$ cat src/rtl/seg_disp_counter.sv
// Two-digit multiplexed 7-segment display of a 0..15 count in decimal.
// Count is sampled once per frame so both digits always come from one value.
module seg_disp_counter #(
   parameter int SCAN_DIV    = 50000,
   parameter bit SEG_ACT_LOW = 1'b1,
   parameter bit SEL_ACT_LOW = 1'b1
) (
   input  logic       clk,
   input  logic       rst,
   input  logic [3:0] pi_cnt,
   input  logic       pi_en,
   output logic [7:0] po_seg,
   output logic [1:0] po_sel
);

   localparam int DW = (SCAN_DIV > 1) ? $clog2(SCAN_DIV) : 1;
   localparam logic [DW-1:0] DIV_MAX = DW'(SCAN_DIV - 1);
   localparam logic [7:0] SEG_INV = {8{SEG_ACT_LOW}};
   localparam logic [1:0] SEL_INV = {2{SEL_ACT_LOW}};
   localparam logic [7:0] SEG_OFF = 8'h00 ^ SEG_INV;
   localparam logic [1:0] SEL_OFF = 2'b00 ^ SEL_INV;
   localparam logic [1:0] SEL_UNITS = 2'b01 ^ SEL_INV;
   localparam logic [1:0] SEL_TENS = 2'b10 ^ SEL_INV;

   typedef enum logic {
      TENS,
      UNITS
   } digit_t;

   logic [DW-1:0] div_cnt;
   logic          tick;
   digit_t        digit;
   logic [3:0]    cnt_r;
   logic [3:0]    units_v;
   logic [7:0]    units_seg;
   logic [7:0]    tens_seg;

   function automatic logic [6:0] digit_pat(input logic [3:0] d);
      logic [6:0] p;
      case (d)
         4'd0:    p = 7'h3F;
         4'd1:    p = 7'h06;
         4'd2:    p = 7'h5B;
         4'd3:    p = 7'h4F;
         4'd4:    p = 7'h66;
         4'd5:    p = 7'h6D;
         4'd6:    p = 7'h7D;
         4'd7:    p = 7'h07;
         4'd8:    p = 7'h7F;
         4'd9:    p = 7'h6F;
         default: p = 7'h00;
      endcase
      return p;
   endfunction

   assign tick = (div_cnt == DIV_MAX);

   // Input is at most 15, so tens is 0 or 1 and units is a single subtract.
   always_comb begin
      units_v   = (pi_cnt >= 4'd10) ? pi_cnt - 4'd10 : pi_cnt;
      units_seg = {1'b0, digit_pat(units_v)} ^ SEG_INV;
      tens_seg  = ((cnt_r >= 4'd10) ? 8'h06 : 8'h00) ^ SEG_INV;
   end

   always_ff @(posedge clk or negedge rst) begin
      if (!rst) begin
         div_cnt <= '0;
         digit   <= TENS;
         cnt_r   <= 4'd0;
         po_seg  <= SEG_OFF;
         po_sel  <= SEL_OFF;
      end else begin
         if (tick) div_cnt <= '0;
         else      div_cnt <= div_cnt + DW'(1);

         if (tick) begin
            case (digit)
               TENS: begin
                  digit <= UNITS;
                  cnt_r <= pi_cnt;
               end
               UNITS:   digit <= TENS;
               default: digit <= TENS;
            endcase
         end

         // Outputs hold between ticks, so a re-enable stays dark until one.
         if (!pi_en) begin
            po_seg <= SEG_OFF;
            po_sel <= SEL_OFF;
         end else if (tick) begin
            if (digit == TENS) begin
               po_seg <= units_seg;
               po_sel <= SEL_UNITS;
            end else begin
               po_seg <= tens_seg;
               po_sel <= SEL_TENS;
            end
         end
      end
   end

endmodule

$ cat config.mk
export PLATFORM = sky130hd
export DESIGN_NAME = seg_disp_counter
export DESIGN_NICKNAME = d
export VERILOG_FILES = /design/src/rtl/seg_disp_counter.sv
export SDC_FILE = /design/constraint.sdc
export NUM_CORES = 1
export LEC_CHECK = 0
export ABC_CLOCK_PERIOD_IN_PS = 2190
export CAP_MARGIN = 20
export CORE_MARGIN = 2
export CORE_UTILIZATION = 30
export CTS_BUF_LIST = sky130_fd_sc_hd__clkbuf_4 sky130_fd_sc_hd__clkbuf_8
export CTS_CLUSTER_SIZE = 20
export DETAILED_ROUTE_END_ITERATION = 6
export PLACE_DENSITY = 0.43
export SKIP_CTS_REPAIR_TIMING = 1
export SLEW_MARGIN = 20
export SYNTH_ARGS = -nofsm -noshare
export SYNTH_HDL_FRONTEND = slang
export SYNTH_SLANG_ARGS = --single-unit
$ cat constraint.sdc
create_clock -name clk -period 2.19 [get_ports clk]
set_input_delay 0.438 -clock clk [delete_from_list [all_inputs] [get_ports clk]]
set_output_delay 0.438 -clock clk [all_outputs]
set_load 0.02 [all_outputs]
-- Yosys cells after proc, flatten, opt, wreduce, memory -nomap -nowiden
Memories as Yosys holds them, arrays and structs flattened.
Index checks and enable logic that the tools add are counted.
- register bits after elaboration: 31
- memories: 1
- ROM bits: 112
- output and inout bits: 10
- input port bits: 7
- logic and storage cells: 26
- equal/unequal tests: 2
- add/sub/neg operators: 2
- multiplexer cells: 10
- reduce and logical (&&, ||, !) cells: 1
- bitwise logic cells: 3
- magnitude comparators: 2
- memory list (name ; depth ; bits a word ; read ports ; clocked after memory_dff ; wr ports ; line ; RTL):
    (no name shown) ; 16 ; 7 ; 1 ; 0 ; 0 ; 40 ; case (d)
- operators with widths (cell ; number):
    8-bit two-way mux ; 3
    16-bit by 1-bit adder with 16-bit output, second input constant ; 1
    16-bit == test, second input constant ; 1
    16-bit two-way mux ; 1
    4-bit greater-or-equal comparator, second input constant ; 2
    3-bit inverter with 8-bit output ; 1
    7-bit inverter with 8-bit output ; 1
    2-bit two-way mux ; 3
    4-bit two-way mux ; 1
    4-bit subtractor, second input constant ; 1
    3-bit two-way mux ; 1
    2-bit by 1-bit inequality test with 1-bit output, second input constant ; 1
    1-bit case mux with 2 select lines ; 1
    2-bit AND reduction ; 1
    1-bit inverter ; 1

-- Logic depth before layout (Yosys ltp)
Gate-level depths: netlist of the first run.
An unclocked memory read counts as a cell.
- word-level depth: 7
- mapped depth: 9
- depth with buffers taken out: 9

-- Worst setup path after synthesis of the first run
OpenSTA, ideal clock, no wires.
- path type: input to register
- start: in pi_cnt[3]
- end: reg po_seg[1]
- arrival time: 1.964 ns
- library setup time: 0.061 ns
- path slack: 0.165 ns
- required time: 2.129 ns
- stages: 8
- path buffers: 1
- cells stage by stage: clkbuf_1 mux2i_1 inv_1 ha_1 nor2b_1 o31a_1 nor3b_1 o31a_1
- cells in the longest elaborated chain, start to end: 7
- elaborated cells on any way between the ends: 8
- RTL lines (item ; line ; RTL):
    start, declared ; 10 ; input logic [3:0] pi_cnt,
    4-bit subtractor / 4-bit greater-or-equal comparator (equally long branches) ; 60 ; units_v = (pi_cnt >= 4'd10) ? pi_cnt - 4'd10 : pi_cnt;
    4-bit two-way mux (*) ; 60 ;
    memory 16 x 7 bit (*) ; -- ;
    7-bit inverter with 8-bit output (no source line) (*) ; -- ;
    8-bit two-way mux (*) ; 92 ; if (digit == TENS) begin
    8-bit two-way mux (*) ; 91 ; end else if (tick) begin
    8-bit two-way mux (*) ; 88 ; if (!pi_en) begin
    end signal, assigned ; 93 ; po_seg <= units_seg;
    end signal, assigned ; 96 ; po_seg <= tens_seg;
    end, declared ; 12 ; output logic [7:0] po_seg,
Every way passes the cells marked *; elsewhere a longest branch is shown, timed or not. The select of a mux whose other input is x is not followed.
A chain may end at the register's enable or synchronous reset.

-- Final worst setup path of the first run
- start: in pi_cnt[2]
- end: reg po_seg[1]
Same word-level chain as after synthesis.

==> reports/qor.json, run 1 <==
{
  "design_power_total": {"value": 1.15, "unit": "mW"},
  "most_used_cells_in_the_layout_excluding_fill_and_tap_cells": {"value": "sky130_fd_sc_hd__buf_4 (22), sky130_fd_sc_hd__dfrtp_1 (20), sky130_fd_sc_hd__clkdlybuf4s50_1 (14)"},
  "power_density": {"value": 532, "unit": "nW/um2"},
  "grt_first_pass_wirelength": {"value": 6600, "unit": "um"},
  "postLayoutCellArea": {"value": 2170, "unit": "um2"},
  "synthDominantAreaCellType": {"value": "sky130_fd_sc_hd__dfrtp_1"},
  "finalClockSkew": {"value": 0.00481, "unit": "ns"},
  "cts_sinks": {"value": 29},
  "first_global_vias": {"value": 1412},
  "syn_to_final_growth": {"value": 28.4, "unit": "%"},
  "floorplan.rows": {"value": 27},
  "finalMaxSlewViolations": {"value": 0},
  "ys_seq_area_share": {"value": 43.6, "unit": "%"},
  "tritoncts": {"value": "built"},
  "setup.worst_path.start_class": {"value": "primary input"},
  "hold_path.class": {"value": "flip-flop to flip-flop"},
  "holdPathStages": {"value": 1},
  "detailed_place.area": {"value": 2040, "unit": "um2"},
  "chipWidth": {"value": 79.0, "unit": "um"},
  "hold_end": {"value": "div_cnt[0]"},
  "leakage_power_summed_over_all_cells": {"value": 0.925, "unit": "nW"},
  "async_reset_ff_share": {"value": 100, "unit": "%"},
  "dpl_worst_slack": {"value": -0.306, "unit": "ns"},
  "num_io_pins": {"value": 17},
  "worst_hold_margin": {"value": 0.480, "unit": "ns"},
  "maxClockFrequency": {"value": 482, "unit": "MHz"},
  "hpwlAfterDp": {"value": 2910, "unit": "um"},
  "die-height": {"value": 79.0, "unit": "um"},
  "worst_vdd_rail_ir_drop": {"value": 0.000242, "unit": "V"},
  "route.detailed.vias_per_inst": {"value": 4.81},
  "setup_violations": {"value": 0},
  "antennaDiodeCount": {"value": 0},
  "synthFlopType": {"value": "sky130_fd_sc_hd__dfrtp_1"},
  "syn_inst": {"value": 171},
  "groute.usage.overall": {"value": 13.8, "unit": "%"},
  "endpoint_kind": {"value": "flip-flop"},
  "worst_ep_arrival_time": {"value": 2.29, "unit": "ns"},
  "cell_types_occupying_the_most_area_after_synthesis": {"value": "sky130_fd_sc_hd__dfrtp_1 (30%), sky130_fd_sc_hd__dfstp_2 (14%), sky130_fd_sc_hd__xnor2_1 (5.7%)"},
  "initial_core_util": {"value": 30.9, "unit": "%"},
  "final_wirelength": {"value": 3760, "unit": "um"},
  "post_synth_num_cell_types": {"value": 45},
  "run_status": {"value": "completed"},
  "worst-endpoint-required": {"value": 2.41, "unit": "ns"},
  "synth_enable_flop_cells": {"value": 0},
  "finalWorstPathRequiredPeriod": {"value": 2.07, "unit": "ns"},
  "finalCritPeriodShare": {"value": 94.7, "unit": "%"},
  "cts-root-buf": {"value": "sky130_fd_sc_hd__clkbuf_8"},
  "fp.coreArea": {"value": 5470, "unit": "um2"},
  "place_congestion": {"value": 0.826},
  "r2r_cells": {"value": 4},
  "r2r_start": {"value": "div_cnt[12]"},
  "wire_per_inst": {"value": 13.5, "unit": "um"},
  "rr_endpoint": {"value": "cnt_r[3]"},
  "grt_max_degree": {"value": 30},
  "netlist_area": {"value": 1690, "unit": "um2"},
  "worst_hold_startpoint": {"value": "div_cnt[0]"},
  "timing_hold_violations_final": {"value": 0},
  "grt_antenna_before_repair": {"value": 0},
  "drtPass1Iterations": {"value": 4},
  "critical_path.max_fanout": {"value": 3},
  "synth.avg_cell_area": {"value": 9.88, "unit": "um2"},
  "ff2ff_setup_slack": {"value": 0.41, "unit": "ns"},
  "synth-seq-cells": {"value": 29},
  "worstSkewPairLatency": {"value": 0.28, "unit": "ns"},
  "dp.cells": {"value": 269},
  "portBuffers": {"value": 15},
  "timing.max_cap.violations": {"value": 0},
  "cts_inserted_buffers": {"value": 5},
  "final.setup.worst_slack": {"value": 0.116, "unit": "ns"},
  "num-fill-cells": {"value": 568},
  "timing_worst_setup_path_type": {"value": "primary input to flip-flop"},
  "final_layout_size_suffix_gt1_share": {"value": 24.8, "unit": "%"},
  "remaining_drc_errors": {"value": 0},
  "cts_h_tree_depth": {"value": 2},
  "first_iter_violations": {"value": 49},
  "grt-ovfl-total": {"value": 0},
  "finish.cell_count_without_fillers": {"value": 278},
  "yosysTopAreaCellShare": {"value": 29.6, "unit": "%"},
  "drtAntennaViolNets": {"value": 0},
  "mostFrequentLayoutCell": {"value": "sky130_fd_sc_hd__buf_4"},
  "layout.nets": {"value": 217},
  "total_via_count_in_the_routed_design": {"value": 1338},
  "grt_setup_unrepaired": {"value": "false"},
  "cts-root-to-sink-buffers": {"value": 2},
  "synth-warning-count": {"value": 0},
  "cts.clk_slew.worst_paths": {"value": 0.06, "unit": "ns"},
  "fp.dieArea": {"value": 6250, "unit": "um2"},
  "mappedNetlistNets": {"value": 183}
}
synthesized netlist by cell type (2+ instances only):
master                     count
sky130_fd_sc_hd__and3_1        3
sky130_fd_sc_hd__nor2b_1       3
sky130_fd_sc_hd__and4_1        2
sky130_fd_sc_hd__nand3_1       9
sky130_fd_sc_hd__a21oi_1       4
sky130_fd_sc_hd__clkbuf_1      6
sky130_fd_sc_hd__o21ai_0       7
sky130_fd_sc_hd__xnor2_1      11
sky130_fd_sc_hd__mux2_2        2
sky130_fd_sc_hd__a31oi_1       2
sky130_fd_sc_hd__o31a_1        2
sky130_fd_sc_hd__buf_4         3
sky130_fd_sc_hd__nand4_1       4
sky130_fd_sc_hd__ha_1          5
sky130_fd_sc_hd__a21bo_2       2
sky130_fd_sc_hd__xor2_1        4
sky130_fd_sc_hd__dfrtp_1      20
sky130_fd_sc_hd__nor2_1       13
sky130_fd_sc_hd__nand3b_1      4
sky130_fd_sc_hd__nor3_1        3
sky130_fd_sc_hd__nor3b_1       7
sky130_fd_sc_hd__nor4_1        2
sky130_fd_sc_hd__dfstp_2       9
sky130_fd_sc_hd__nand2_1      11
sky130_fd_sc_hd__o21ai_1       5
sky130_fd_sc_hd__inv_1         6
sky130_fd_sc_hd__a21boi_0      4
routing by layer:
| metal | global-route usage, % | wire length [um] | vias to the layer above |
|---|---|---|---|
| met3 | 2.61 | 79 | 8 |
| li1 | - | - | 677 |
| met1 | 15.2 | 1590 | 639 |
| met4 | 7.24 | 99 | 0 |
| met2 | 24.8 | 1990 | 14 |
| met5 | 0 | 0 | - |
kinds of logic after synthesis:
logic type / after synthesis / synth area share, %
buffers and inverters: 16 / 4.30
multiplexers: 4 / 2.81
AO/OA/AOI/OAI: 32 / 12.4
other: 1 / 0.222
AND/OR/NAND/NOR: 69 / 25.2
XOR/XNOR: 15 / 7.78
flip-flops: 29 / 43.6
adder cells (fa/ha/maj): 5 / 3.70
worst max-delay path by stage:
stage          slack [ns]  startpoint  depth (start not counted)         to
5_1_grt              0.02   pi_cnt[2]                         10  po_seg[1]
3_5_place_dp        -0.31   pi_cnt[2]                         10  po_seg[1]
3_3_place_gp        -0.14   pi_cnt[1]                          7  po_seg[5]
6_report             0.12   pi_cnt[2]                         10  po_seg[1]
2_1_floorplan        0.16   pi_cnt[3]                          8  po_seg[1]
4_1_cts             -0.02   pi_cnt[2]                         10  po_seg[1]
sequential cells by signal (all words and copies together), names as in the netlist:
signal   count
po_seg       7
po_sel       2
cnt_r        3
div_cnt     16
digit        1
metrics by stage:
stage / utilization (%) / setup TNS (ns)
final: 39.6 / 0
after global routing: 39.6 / 0
after CTS: 39.1 / -0.0203
after detailed placement: 37.2 / -0.994
after global placement: 37.2 / -0.693
after floorplan: - / 0
critical path, stage by stage:
cell and delay [ns]:
sky130_fd_sc_hd__clkdlybuf4s50_1 0.50, sky130_fd_sc_hd__inv_2 0.06, sky130_fd_sc_hd__nor2_2 0.12, sky130_fd_sc_hd__mux2i_1 0.10, sky130_fd_sc_hd__inv_1 0.11, sky130_fd_sc_hd__ha_4 0.21, sky130_fd_sc_hd__nor2b_1 0.13, sky130_fd_sc_hd__o31a_1 0.25
sky130_fd_sc_hd__nor3b_2 0.20, sky130_fd_sc_hd__o31a_1 0.17
report_power, final:
group	switching [mW]	leakage, nW	internal (mW)	total [mW]
logic	0.0681	0.523	0.0733	0.141
registers	0.000554	0.347	0.538	0.538
clock network	0.191	0.0542	0.283	0.474
total	0.260	0.925	0.894	1.15
layout make-up:
class | instances | area [um2] | share of cell area [%]
multi-input combinational | 126 | 900 | 41.5
inverter | 6 | 22.5 | 1.04
clock inverter | 1 | 5.00 | 0.231
sequential | 29 | 737 | 34.0
timing repair buffer | 37 | 318 | 14.7
tap | 72 | 90.1 | 4.15
clock buffer | 7 | 96.3 | 4.44
Power figures use the tool's default switching activity.
==> run 2: changes to the inputs <==
Settings changed: CORE_ASPECT_RATIO set to 0.8.
==> run 2 against run 1 <==
Effect of this change: final area decreased by 0.58%; cell count increased by 1.8%; non-clock buffer count decreased by 1; register-to-register slack got worse by 0.20 ns; setup slack got worse by 0.011 ns; critical path type unchanged.
==> reports/qor.json, run 2 (same netlist as run 1, synthesis figures left out) <==
{
  "ff2ff_setup_slack": {"value": 0.21, "unit": "ns", "change": "-0.20 ns"},
  "cts.clk_slew.worst_paths": {"value": 0.06, "unit": "ns", "change": "about the same"},
  "largest_register_ff_count": {"value": 16, "change": "unchanged"},
  "worst_vdd_rail_ir_drop": {"value": 0.000185, "unit": "V", "change": "-23%"},
  "first_iter_violations": {"value": 103, "change": "+110%"},
  "antennaDiodeCount": {"value": 0, "change": "unchanged"},
  "totalNegativeSetupSlack": {"value": 0, "unit": "ns", "change": "unchanged"},
  "remaining_drc_errors": {"value": 0, "change": "unchanged"},
  "worst_ep_arrival_time": {"value": 2.30, "unit": "ns", "change": "about the same"},
  "route.detailed.vias_per_inst": {"value": 4.75, "change": "-1.3%"},
  "cts-root-buf": {"value": "sky130_fd_sc_hd__clkbuf_8"},
  "most_used_cells_in_the_layout_excluding_fill_and_tap_cells": {"value": "sky130_fd_sc_hd__buf_4 (21), sky130_fd_sc_hd__dfrtp_1 (20), sky130_fd_sc_hd__clkdlybuf4s50_1 (14)"},
  "cts_inserted_buffers": {"value": 5, "change": "unchanged"},
  "largest-register": {"value": "div_cnt"},
  "dpl_worst_slack": {"value": -0.215, "unit": "ns", "change": "+0.0917 ns"},
  "cts_h_tree_depth": {"value": 2, "change": "unchanged"},
  "hold_end": {"value": "po_sel[0]"},
  "finalWorstPathRequiredPeriod": {"value": 2.08, "unit": "ns", "change": "+0.0108 ns"},
  "total_via_count_in_the_routed_design": {"value": 1345, "change": "+0.52%"},
  "tritoncts": {"value": "built"},
  "setup.worst_path.start_class": {"value": "primary input"},
  "finalMaxSlewViolations": {"value": 0, "change": "unchanged"},
  "worst_hold_startpoint": {"value": "po_sel[0]"},
  "endpoint_kind": {"value": "flip-flop"},
  "holdPathStages": {"value": 2, "change": "+1"},
  "drtPass1Iterations": {"value": 4, "change": "unchanged"},
  "chipWidth": {"value": 87.9, "unit": "um", "change": "+11%"},
  "portBuffers": {"value": 15, "change": "unchanged"},
  "leakage_power_summed_over_all_cells": {"value": 0.919, "unit": "nW", "change": "-0.60%"},
  "timing_hold_violations_final": {"value": 0, "change": "unchanged"},
  "groute.usage.overall": {"value": 14.2, "unit": "%", "change": "+0.49 points"},
  "cts-root-to-sink-buffers": {"value": 2, "change": "unchanged"},
  "grt_max_degree": {"value": 30, "change": "unchanged"},
  "die-height": {"value": 71.1, "unit": "um", "change": "-10%"},
  "grt_setup_unrepaired": {"value": "false"},
  "grt_antenna_before_repair": {"value": 0, "change": "unchanged"},
  "grt-ovfl-total": {"value": 0, "change": "unchanged"},
  "setup_violations": {"value": 0, "change": "unchanged"},
  "mostFrequentLayoutCell": {"value": "sky130_fd_sc_hd__buf_4"},
  "final_wirelength": {"value": 4000, "unit": "um", "change": "+6.4%"},
  "r2r_start": {"value": "div_cnt[12]"},
  "num_io_pins": {"value": 17, "change": "unchanged"},
  "fp.dieArea": {"value": 6250, "unit": "um2", "change": "about the same"},
  "initial_core_util": {"value": 31.1, "unit": "%", "change": "+0.21 points"},
  "syn_to_final_growth": {"value": 27.6, "unit": "%"},
  "finalClockSkew": {"value": 0.00673, "unit": "ns", "change": "+0.00192 ns"},
  "wire_per_inst": {"value": 14.1, "unit": "um", "change": "+4.6%"},
  "power_density": {"value": 533, "unit": "nW/um2", "change": "+0.15%"},
  "cts_sinks": {"value": 29, "change": "unchanged"},
  "place_congestion": {"value": 0.928, "change": "+12%"},
  "hpwlAfterDp": {"value": 2960, "unit": "um", "change": "+1.7%"},
  "final_layout_size_suffix_gt1_share": {"value": 23.4, "unit": "%", "change": "-1.3 points"},
  "first_global_vias": {"value": 1322, "change": "-6.4%"},
  "hold_path.class": {"value": "flip-flop to flip-flop"},
  "timing.max_cap.violations": {"value": 0, "change": "unchanged"},
  "final.setup.worst_slack": {"value": 0.105, "unit": "ns", "change": "-0.0108 ns"},
  "fp.coreArea": {"value": 5440, "unit": "um2", "change": "-0.69%"},
  "worst-endpoint-required": {"value": 2.41, "unit": "ns", "change": "about the same"},
  "biggestRegsByFlops": {"value": "div_cnt x16, po_seg x7, cnt_r x3"},
  "run_status": {"value": "completed"},
  "grt_first_pass_wirelength": {"value": 6720, "unit": "um", "change": "+1.9%"},
  "critical_path.max_fanout": {"value": 4, "change": "+1"},
  "layout.nets": {"value": 216, "change": "-0.46%"},
  "rr_endpoint": {"value": "po_seg[1]"},
  "worstSkewPairLatency": {"value": 0.28, "unit": "ns", "change": "about the same"},
  "finalCritPeriodShare": {"value": 95.2, "unit": "%", "change": "+0.49 points"},
  "timing_worst_setup_path_type": {"value": "primary input to flip-flop"},
  "maxClockFrequency": {"value": 480, "unit": "MHz", "change": "-0.52%"},
  "r2r_cells": {"value": 4, "change": "unchanged"},
  "floorplan.rows": {"value": 24, "change": "-11%"},
  "drtAntennaViolNets": {"value": 0, "change": "unchanged"}
}
-- run 2: cell count changes in the layout (fill, tap and decap cells not counted), sizes merged --
cell,previous run,this run
clkinv,1,0
buf,22,21
clkbuf,7,8
-- run 2: cell type report --
type                       count  area (um2)
fill                         541        3280
multi-input combinational    126         891
sequential                    29         737
timing repair buffer          36         310
clock buffer                   8        97.6
tap                           78        97.6
inverter                       6        22.5
-- run 2: per-layer routing --
| layer | vias to the layer above | global-route usage, % | share of wire, % |
|---|---|---|---|
| li1 | 673 | - | - |
| met1 | 646 | 23.1 | 57 |
| met2 | 23 | 18.2 | 39 |
| met3 | 3 | 3.85 | 3.0 |
| met4 | 0 | 3.59 | 0.57 |
| met5 | - | 0 | 0 |
-- run 2: power by group --
| group | internal (mW) | total, mW | switching, mW |
|---|---|---|---|
| clock | 0.280 | 0.472 | 0.191 |
| sequential | 0.538 | 0.538 | 0.000515 |
| combinational | 0.0702 | 0.139 | 0.0690 |
-- run 2: stage by stage --
step | utilization (%) | power [mW] | area, um2 | std cells | hold slack, ns
floorplan | - | 0.611 | 1690 | 171 | 0.142
finish | 39.7 | 1.15 | 2160 | 283 | 0.489
detailed placement | 37.5 | 0.683 | 2040 | 274 | 0.479
global route | 39.7 | 1.22 | 2160 | 283 | 0.523
global placement | 37.5 | 0.683 | 2040 | 274 | 0.474
CTS | 39.3 | 1.17 | 2130 | 282 | 0.499
-- run 2: how the worst max path moves through the flow --
| stage | from | endpoint | slack (ns) |
|---|---|---|---|
| finish | pi_cnt[2] | po_seg[1] | 0.11 |
| global route | pi_cnt[2] | po_seg[1] | 0.02 |
| CTS | pi_cnt[2] | po_seg[1] | 0.08 |
| detailed placement | pi_cnt[1] | po_seg[3] | -0.21 |
| global placement | pi_cnt[1] | po_seg[6] | -0.15 |
| floorplan | pi_cnt[3] | po_seg[1] | 0.16 |
-- run 2: worst max-delay path, cell delays in order --
cell,delay (ns)
sky130_fd_sc_hd__clkdlybuf4s50_1,0.44
sky130_fd_sc_hd__inv_2,0.10
sky130_fd_sc_hd__nor2_1,0.06
sky130_fd_sc_hd__mux2i_1,0.18
sky130_fd_sc_hd__inv_1,0.08
sky130_fd_sc_hd__ha_1,0.29
sky130_fd_sc_hd__nor2b_1,0.14
sky130_fd_sc_hd__o31a_1,0.23
sky130_fd_sc_hd__nor3b_1,0.18
sky130_fd_sc_hd__o31a_1,0.16
